$ cat config.mk
export PLATFORM = sky130hd
export DESIGN_NAME = fsm_test_sim
export DESIGN_NICKNAME = d
export VERILOG_FILES = /design/src/rtl/fsm_test_sim.sv
export SDC_FILE = /design/constraint.sdc
export NUM_CORES = 1
export LEC_CHECK = 0
export CORE_MARGIN = 4
export CORE_UTILIZATION = 45
export DETAILED_ROUTE_END_ITERATION = 10
export GPL_TIMING_DRIVEN = 0
export PLACE_DENSITY = 0.82
export SETUP_SLACK_MARGIN = 0.3
export SLEW_MARGIN = 20
export SYNTH_ARGS = -nofsm -noshare
export SYNTH_HDL_FRONTEND = slang
export SYNTH_SLANG_ARGS = --single-unit
$ cat constraint.sdc
create_clock -name CLK -period 2.2 [get_ports CLK]
set_input_delay 0.22 -clock CLK [delete_from_list [all_inputs] [get_ports CLK]]
set_output_delay 0.22 -clock CLK [all_outputs]
set_load 0.01 [all_outputs]
$ cat src/rtl/fsm_test_sim.sv
// Auto-load sequencer for the DCFEB parameter PROM: issues load-address,
// read-array command and read-N to the BPI engine, then waits for done or timeout.
module fsm_test_sim #(
  parameter logic [22:0] AL_BASE_ADDR = 23'h7E0000,
  parameter logic [5:0]  AL_NWORDS    = 6'd36,
  parameter logic [15:0] RD_ARRAY_CMD = 16'h00FF,
  parameter logic [15:0] TIMEOUT      = 16'd1024
) (
  input  logic        CLK,
  input  logic        RST,
  input  logic        AL_START,
  input  logic        AL_DONE,
  output logic [22:0] AL_ADDR,
  output logic [15:0] AL_CMD_DATA_OUT,
  output logic [1:0]  AL_OP,
  output logic        AL_EXECUTE,
  output logic        AUTO_LOAD_ENA,
  output logic        CLR_AL_DONE,
  output logic [5:0]  AL_CNT,
  output logic [2:0]  AL_STATUS
);

  typedef enum logic [3:0] {
    S_IDLE, S_CLR, S_LDA, S_G1, S_CMD, S_G2, S_RDN, S_WAIT, S_FIN
  } state_t;

  state_t      state_reg, state_next;
  logic        start_q;
  logic [15:0] timer_reg;
  logic [2:0]  status_reg, status_next;
  logic        trigger;
  logic        timed_out;

  assign trigger   = AL_START & ~start_q;
  assign timed_out = (timer_reg == (TIMEOUT - 16'd1));
  assign AL_STATUS = status_reg;

  always_ff @(posedge CLK or negedge RST) begin
    if (!RST) begin
      state_reg  <= S_IDLE;
      start_q    <= 1'b0;
      timer_reg  <= 16'd0;
      status_reg <= 3'b000;
    end else begin
      state_reg  <= state_next;
      start_q    <= AL_START;
      status_reg <= status_next;
      // Timer restarts as RDN hands over to WAIT, so WAIT's first cycle sees 0.
      if (state_reg == S_RDN)
        timer_reg <= 16'd0;
      else if (state_reg == S_WAIT)
        timer_reg <= timer_reg + 16'd1;
    end
  end

  always_comb begin
    state_next      = state_reg;
    status_next     = status_reg;
    AL_ADDR         = 23'd0;
    AL_CMD_DATA_OUT = 16'd0;
    AL_OP           = 2'b00;
    AL_EXECUTE      = 1'b0;
    AUTO_LOAD_ENA   = 1'b0;
    CLR_AL_DONE     = 1'b0;
    AL_CNT          = 6'd0;
    case (state_reg)
      S_IDLE: begin
        if (trigger) begin
          state_next  = S_CLR;
          status_next = 3'b001;
        end
      end
      S_CLR: begin
        CLR_AL_DONE   = 1'b1;
        AUTO_LOAD_ENA = 1'b1;
        state_next    = S_LDA;
      end
      S_LDA: begin
        AUTO_LOAD_ENA = 1'b1;
        AL_OP         = 2'b01;
        AL_ADDR       = AL_BASE_ADDR;
        AL_EXECUTE    = 1'b1;
        state_next    = S_G1;
      end
      S_G1: begin
        AUTO_LOAD_ENA = 1'b1;
        state_next    = S_CMD;
      end
      S_CMD: begin
        AUTO_LOAD_ENA   = 1'b1;
        AL_OP           = 2'b10;
        AL_CMD_DATA_OUT = RD_ARRAY_CMD;
        AL_EXECUTE      = 1'b1;
        state_next      = S_G2;
      end
      S_G2: begin
        AUTO_LOAD_ENA = 1'b1;
        state_next    = S_RDN;
      end
      S_RDN: begin
        AUTO_LOAD_ENA = 1'b1;
        AL_OP         = 2'b11;
        AL_CNT        = AL_NWORDS - 6'd1;
        AL_EXECUTE    = 1'b1;
        state_next    = S_WAIT;
      end
      S_WAIT: begin
        AUTO_LOAD_ENA = 1'b1;
        // Done is checked first so it wins over a coincident timeout.
        if (AL_DONE) begin
          state_next  = S_FIN;
          status_next = 3'b010;
        end else if (timed_out) begin
          state_next  = S_FIN;
          status_next = 3'b100;
        end
      end
      S_FIN: begin
        state_next = S_IDLE;
      end
      default: begin
        state_next = S_IDLE;
      end
    endcase
  end

endmodule

==> impl_metrics.env <==
export IMPL_yosysWarningCount=0
export IMPL_timing_worst_slew_pin_value_ps=557
export IMPL_mostFrequentLayoutCell="sky130_fd_sc_hd__buf_4"
export IMPL_cts_root_buffer="sky130_fd_sc_hd__clkbuf_4"
export IMPL_floorplan_die_width_um=67.9
export IMPL_tritoncts_clock_tree="done"
export IMPL_overflow=0
export IMPL_cts_max_path_buffers=2
export IMPL_critical_path_top_delay_family="simple AND/OR/NAND/NOR gates"
export IMPL_finish_net_count=282
export IMPL_critical_path_slowest_cell="sky130_fd_sc_hd__or4_1"
export IMPL_clock_sinks=24
export IMPL_io_pins=57
export IMPL_rsz0062_at_grt="true"
export IMPL_viasPerCell=4.95
export IMPL_setup_total_negative_slack_ps=0
export IMPL_required_ps=2430
export IMPL_layout_filler_cells=240
export IMPL_final_core_utilization_pct=72.3
export IMPL_multi_input_comb_area_sq_um=838
export IMPL_pin_count_of_the_biggest_net_entering_global_routing=25
export IMPL_detail_route_first_pass_iterations=4
export IMPL_grt_first_pass_wirelength_um=6680
export IMPL_mostFrequentLayoutCells="sky130_fd_sc_hd__buf_4, sky130_fd_sc_hd__conb_1, sky130_fd_sc_hd__dfrtp_1, sky130_fd_sc_hd__buf_6, sky130_fd_sc_hd__nand2_1"
export IMPL_die_span_in_y_um=67.9
export IMPL_yosysUniqueCellTypes=47
export IMPL_clk_insertion_delay_late_ps=330
export IMPL_fp_row_count=21
export IMPL_asr_flop_ratio_synth_pct=100
export IMPL_synth_seq_area_share_pct=37.2
export IMPL_setup_worst_path_class="reg2reg"
export IMPL_placement_io_buffers=28
export IMPL_seq_area_sq_um=602
export IMPL_share_of_final_layout_standard_cells_stronger_than_drive_strength_1_pct=42.9
export IMPL_floorplan_die_area_sq_um=4620
export IMPL_worstPathCellList="or4_1 > or4_4 > nor2b_4 > a211o_1"
export IMPL_number_of_enable_type_register_cells_in_the_synthesized_netlist=0
export IMPL_hold_vio_cnt_final=0
export IMPL_ys_seq_elements=24
export IMPL_clk_pin_slew_worst_paths_ps=130
export IMPL_vias=1589
export IMPL_worstPathMaxFanout=3
export IMPL_timing_critical_path_to_type="register"
export IMPL_maxCapViolCount=0
export IMPL_worstHoldPathType="in2reg"
export IMPL_grt_total_usage_pct=18.9
export IMPL_ys_flop_type="sky130_fd_sc_hd__dfrtp_1"
export IMPL_grt_antenna_before_repair=0
export IMPL_worst_clock_skew_ps=6.09
export IMPL_fin_total_pwr_mw=2.62
export IMPL_route_detailed_wl_per_inst_um=14.3
export IMPL_layout_area_overhead_vs_synth_pct=51.5
export IMPL_slew_headroom_pct=62.9
export IMPL_drtIter0Drc=149
export IMPL_setup_worst_path_start_class="register"
export IMPL_ctsHtreeMaxLevel=1
export IMPL_postRouteWirelength_um=4610
export IMPL_syn_inst=185
export IMPL_power_density_cell_area_nw_per_um2=1070
export IMPL_ant_nets=0
export IMPL_crit_arrival_ps=2160
export IMPL_insertedDiodeCount=0
export IMPL_worst_path_buf_inv=0
export IMPL_coreArea_sq_um=3390
export IMPL_place_detailed_hpwl_um=2630
export IMPL_avgSynthCellArea_sq_um=8.74
export IMPL_mappedNetlistArea_sq_um=1620
export IMPL_worst_path_largest_cell_delay_ps=530
export IMPL_power_ir_vdd_worst_mv=0.607
export IMPL_initial_utilization_pct=47.7
export IMPL_drc=0
export IMPL_layout_worst_path_cycle_share_pct=87.6
export IMPL_largest_register_ff_count=16
export IMPL_report_final_slew_viol_count=0
export IMPL_grt_pass1_vias=1358
export IMPL_finalWorstPathRequiredPeriod_ps=1930
export IMPL_power_leakage_nw=1.26
export IMPL_run_status="complete, no violations"
export IMPL_cts_inserted_buffers=3
export IMPL_number_of_endpoints_failing_setup_at_the_final_stage=0
export IMPL_max_clock_freq_ghz=0.519
export IMPL_finalWeightedCongestion=0.855
cell type report:
type | count | share of cell area (%)
Buffer | 50 | 16.3
Sequential cell | 24 | 24.6
Multi-Input combinational cell | 134 | 34.2
Tap cell | 46 | 2.35
Clock buffer | 3 | 0.919
Inverter | 4 | 0.817
Timing Repair Buffer | 60 | 20.8
worst reg2reg max path, delay by kind of cell, from the launching register on:
family          cells  cell delay, ps
flops               1             400
compound gates      1             290
simple gates        3            1130
power by group:
part | leakage, nW | total (mW) | internal (mW) | switching [mW]
logic | 0.926 | 1.84 | 0.993 | 0.846
clock network | 0.0138 | 0.203 | 0.0645 | 0.139
registers | 0.317 | 0.576 | 0.512 | 0.0634
total | 1.26 | 2.62 | 1.57 | 1.05
stage by stage:
stage	hold WS (ps)	worst slack, ps	instance area [sq um]	instances
3_5_place_dp	482	-162	2060	286
3_3_place_gp	474	-139	2060	286
5_1_grt	345	215	2450	321
4_1_cts	347	156	2320	312
2_1_floorplan	-75.6	313	1720	212
6_report	345	273	2450	321
layer usage:
layer / global-route usage [%] / part of all wire, %
met5: 0 / 0
met3: 4.27 / 6.5
met2: 33.6 / 55
met4: 2.23 / 0.91
met1: 24.0 / 38
repair_timing:
item                                    in CTS  in global routing
resized for setup                           82                 38
hold buffers                                 0                  1
hold endpoints to repair                     0                 24
setup buffers                               23                  8
endpoints found under the setup margin      27                 27
pin swaps                                    7                  4
Yosys cell counts, types with 2 or more instances:
cell                       number  area [sq um]
sky130_fd_sc_hd__inv_1          3          11.3
sky130_fd_sc_hd__dfrtp_1       24           601
sky130_fd_sc_hd__xor2_1         2          17.5
sky130_fd_sc_hd__o211ai_1       2          15.0
sky130_fd_sc_hd__or4_1          6          45.0
sky130_fd_sc_hd__nor2_1        11          41.3
sky130_fd_sc_hd__a22o_1         2          17.5
sky130_fd_sc_hd__o22ai_1        2          12.5
sky130_fd_sc_hd__nand4_1        3          18.8
sky130_fd_sc_hd__xnor2_1        3          26.3
sky130_fd_sc_hd__nand3_1        7          35.0
sky130_fd_sc_hd__o21ai_0        9          45.0
sky130_fd_sc_hd__nand2b_1       3          18.8
sky130_fd_sc_hd__clkbuf_1       8          30.0
sky130_fd_sc_hd__a21oi_1        6          30.0
sky130_fd_sc_hd__buf_4         42           315
sky130_fd_sc_hd__nand2_1       15          56.3
sky130_fd_sc_hd__nor3_1         4          20.0
sky130_fd_sc_hd__a211oi_1       3          22.5
sky130_fd_sc_hd__or3_1          3          18.8
final timing paths:
check | startpoint | depth (start not counted) | endpoint | slack (ps)
setup / recovery | timer_reg[12]$_DFFE_PN0P_ | 4 | state_reg[0]$_DFFE_PN0P_ | 270
hold / removal | AL_START | 1 | start_q$_DFF_PN0_ | 350
setup reg to reg | timer_reg[12]$_DFFE_PN0P_ | 4 | state_reg[0]$_DFFE_PN0P_ | 270
hold reg to reg | timer_reg[9]$_DFFE_PN0P_ | 1 | timer_reg[9]$_DFFE_PN0P_ | 500
max in group asynchronous | RST | 2 | timer_reg[2]$_DFFE_PN0P_ | 1400
min in group asynchronous | RST | 2 | timer_reg[10]$_DFFE_PN0P_ | 390
kinds of logic after synthesis:
logic type / synth area share, %
DFF: 37.2
and+or+nand+nor: 24.8
AOI/OAI and AO/OA: 12.0
other: 0.232
buffers and inverters: 22.3
adders and majority gates: 0.774
xor gates and xnor gates: 2.71
Note: power is estimated with default switching activity, not from simulation.
==> patch (same settings) <==
Re-encode `state_t` (9 states) as Gray code, 4 bits wide.
--- a/src/rtl/fsm_test_sim.sv
+++ b/src/rtl/fsm_test_sim.sv
@@ -23,3 +23,3 @@
   typedef enum logic [3:0] {
-    S_IDLE, S_CLR, S_LDA, S_G1, S_CMD, S_G2, S_RDN, S_WAIT, S_FIN
+    S_IDLE = 4'b0000, S_CLR = 4'b0001, S_LDA = 4'b0011, S_G1 = 4'b0010, S_CMD = 4'b0110, S_G2 = 4'b0111, S_RDN = 4'b0101, S_WAIT = 4'b0100, S_FIN = 4'b1100
   } state_t;
Check against the original RTL: same outputs for any inputs over 10 cycles, from zero or initial values and one cycle with RST low; not proved beyond that.
==> patch against the original RTL <==
- power up 6.5%
- wire length down 16%
- sequential share of layout area up 0.63 points
- setup slack better by 0.030 ns
- first-iteration DRC count down 46%
- synthesized area up 2.5%
- combinational power down 4%
- sequential cell count unchanged
- via count down 5.9%
- design area down 2.7%
- register-to-register slack better by 0.18 ns
- critical path type is now reg -> out
- critical endpoint is now AL_CMD_DATA_OUT[1]
- largest cell class is now multi-input combinational cells
- largest power group unchanged
==> patch: results (changes against the original RTL) <==
- The clock-pin slew on the worst setup and hold paths came to 0.09 ns (was 0.13 ns).
- The clock insertion delay at the later pin of the skew report came to 0.27 ns (was 0.33 ns).
- Count of mapped cells out of synthesis: 190 (was 185)
- The quantity of I/O buffers inserted on ports was 28 (unchanged).
- The weighted congestion reported at the end of routability-driven placement was 0.8275 (was 0.8552).
* Area after detailed placement: 0.002102 mm² (was 0.002062 mm²)
* Peak supply drop: 0.6149 mV (was 0.6075 mV)
- The buffer type at the clock tree root is clkbuf_8 (was clkbuf_4).
- Post-layout nets: 278 (was 282)
* Flip-flop count of the largest register after layout: 16 (unchanged)
* Adder-Cell Fraction of Synth Area: 0.7553% (was 0.7740%)
* Worst slew margin relative to its limit: 64.07% (was 62.87%)
* Post-place setup slack: -0.2664 ns (was -0.1616 ns)
- Multiplexer fraction of the synthesized cell area: 2.492% (was 0%)
- Estimated wirelength of the detail-placed design: 2565 µm (was 2629 µm)
- The global-route wire length before repair was 6003 µm (was 6679 µm).
- The setup clock skew after layout is 0.008230 ns (was 0.006092 ns).
- The via-per-instance ratio is 4.704 (was 4.950).
- Synth Area in Compound Gates: 15.48% (was 12.00%)
* Most numerous cell types in the synthesized netlist: buf_4, dfrtp_1, nand2_1, nor2_1, o21ai_0 (unchanged)
- Antenna violations before repair: 0 (unchanged)
* Cells taking the most area after synthesis: dfrtp_1, buf_4, nand2_1 (unchanged)
- The number of inserted filler cells in the final layout came to 285 (was 240).
- Arrival time reported for the critical path endpoint: 1.68 ns (was 2.16 ns)
- Layout cell share with drive strength beyond 1: 39.34% (was 42.91%)
- Result of the run: complete, no violations (unchanged).
- The reported leakage power was 1.248 nW (was 1.256 nW).
* Instance count after placement with tap cells included: 291 (was 286)
- The maximum fanout along the worst path was 5 (was 3).
* Count of distinct cell types in the synthesized netlist: 44 (was 47)
- Register area share after synthesis: 36.25% (was 37.15%)
- Via Count: 1496 (was 1589)
- The starting DRC count in detailed routing is 80 (was 149).
- The H-tree depth is 1 (unchanged).
- The number of global-route vias before repair was 1331 (was 1358).
* Synth warn: 0 (unchanged)
* Total Wirelength: 3879 µm (was 4606 µm)
* GRT Total Usage: 16.76% (was 18.93%)
* Xor-xnor portion of the synthesized cell area: 0% (was 2.709%)
-- patch: power by group --
group / total, mW / switching, mW / leakage [nW] / internal, mW
combinational: 1.76 / 0.811 / 0.904 / 0.946
sequential: 0.641 / 0.0991 / 0.308 / 0.542
clock: 0.391 / 0.147 / 0.0357 / 0.243
-- patch: repair_timing --
action                                  in CTS  in global routing
gates cloned                                 0                  1
pin swaps                                    3                  4
hold buffers                                 0                  1
setup buffers                               10                 11
gates resized for setup                     36                 47
hold endpoints to repair                     0                 24
endpoints found under the setup margin      22                 18
-- patch: worst max-delay path, stage by stage (launching register included) --
cell	delay, ns
dfrtp_1	0.40
buf_6	0.14
nor4bb_4	0.30
buf_4	0.18
buf_4	0.11
buf_4	0.09
buf_4	0.09
buf_6	0.09
-- patch: cell families after synthesis --
family | Yosys count
mux | 4
other cells | 1
flops | 24
fa+ha+maj | 1
buf+inv | 58
compound gates | 37
simple gates | 65
-- patch: metrics by stage --
| step | power (mW) | hold slack [ns] | util (%) |
|---|---|---|---|
| floorplan | 1.533 | -0.07559 | - |
| global placement | 2.018 | 0.4982 | 61.07 |
| detailed placement | 2.055 | 0.5064 | 61.07 |
| CTS | 2.508 | 0.4327 | 65.61 |
| global route | 3.003 | 0.4284 | 69.25 |
| finish | 2.788 | 0.4286 | 69.25 |
-- patch: final timing paths --
check                                  start                 end  slack, ns  depth (start not counted)
worst max-delay path            state_reg[3]  AL_CMD_DATA_OUT[1]       0.30                          7
worst min-delay path                AL_START             start_q       0.43                          1
worst max register to register  state_reg[1]       timer_reg[15]       0.45                          7
worst min register to register  timer_reg[6]        timer_reg[6]       0.52                          1
max in group asynchronous                RST        state_reg[2]       1.37                          2
min in group asynchronous                RST        timer_reg[2]       0.46                          2
-- patch: layout make-up --
cell class,instances,area (µm²),share of cell area (%)
Buffer,51,392.9,16.48
Clock buffer,3,41.29,1.732
Clock inverter,1,30.03,1.260
Inverter,7,26.28,1.102
Multi-Input combinational cell,135,818.3,34.33
Sequential cell,24,600.6,25.20
Tap cell,46,57.56,2.415
Timing Repair Buffer,51,416.7,17.48
-- patch: layer usage --
layer  track usage (%)  wire length, µm  vias to the layer above  part of all wire [%]
li1                  -                -                      751                     -
met1             20.51             1603                      676                    41
met2             28.96             1870                       63                    48
met3             3.079              360                        6                   9.3
met4             6.452               45                        0                   1.2
met5                 0                0                        -                     0
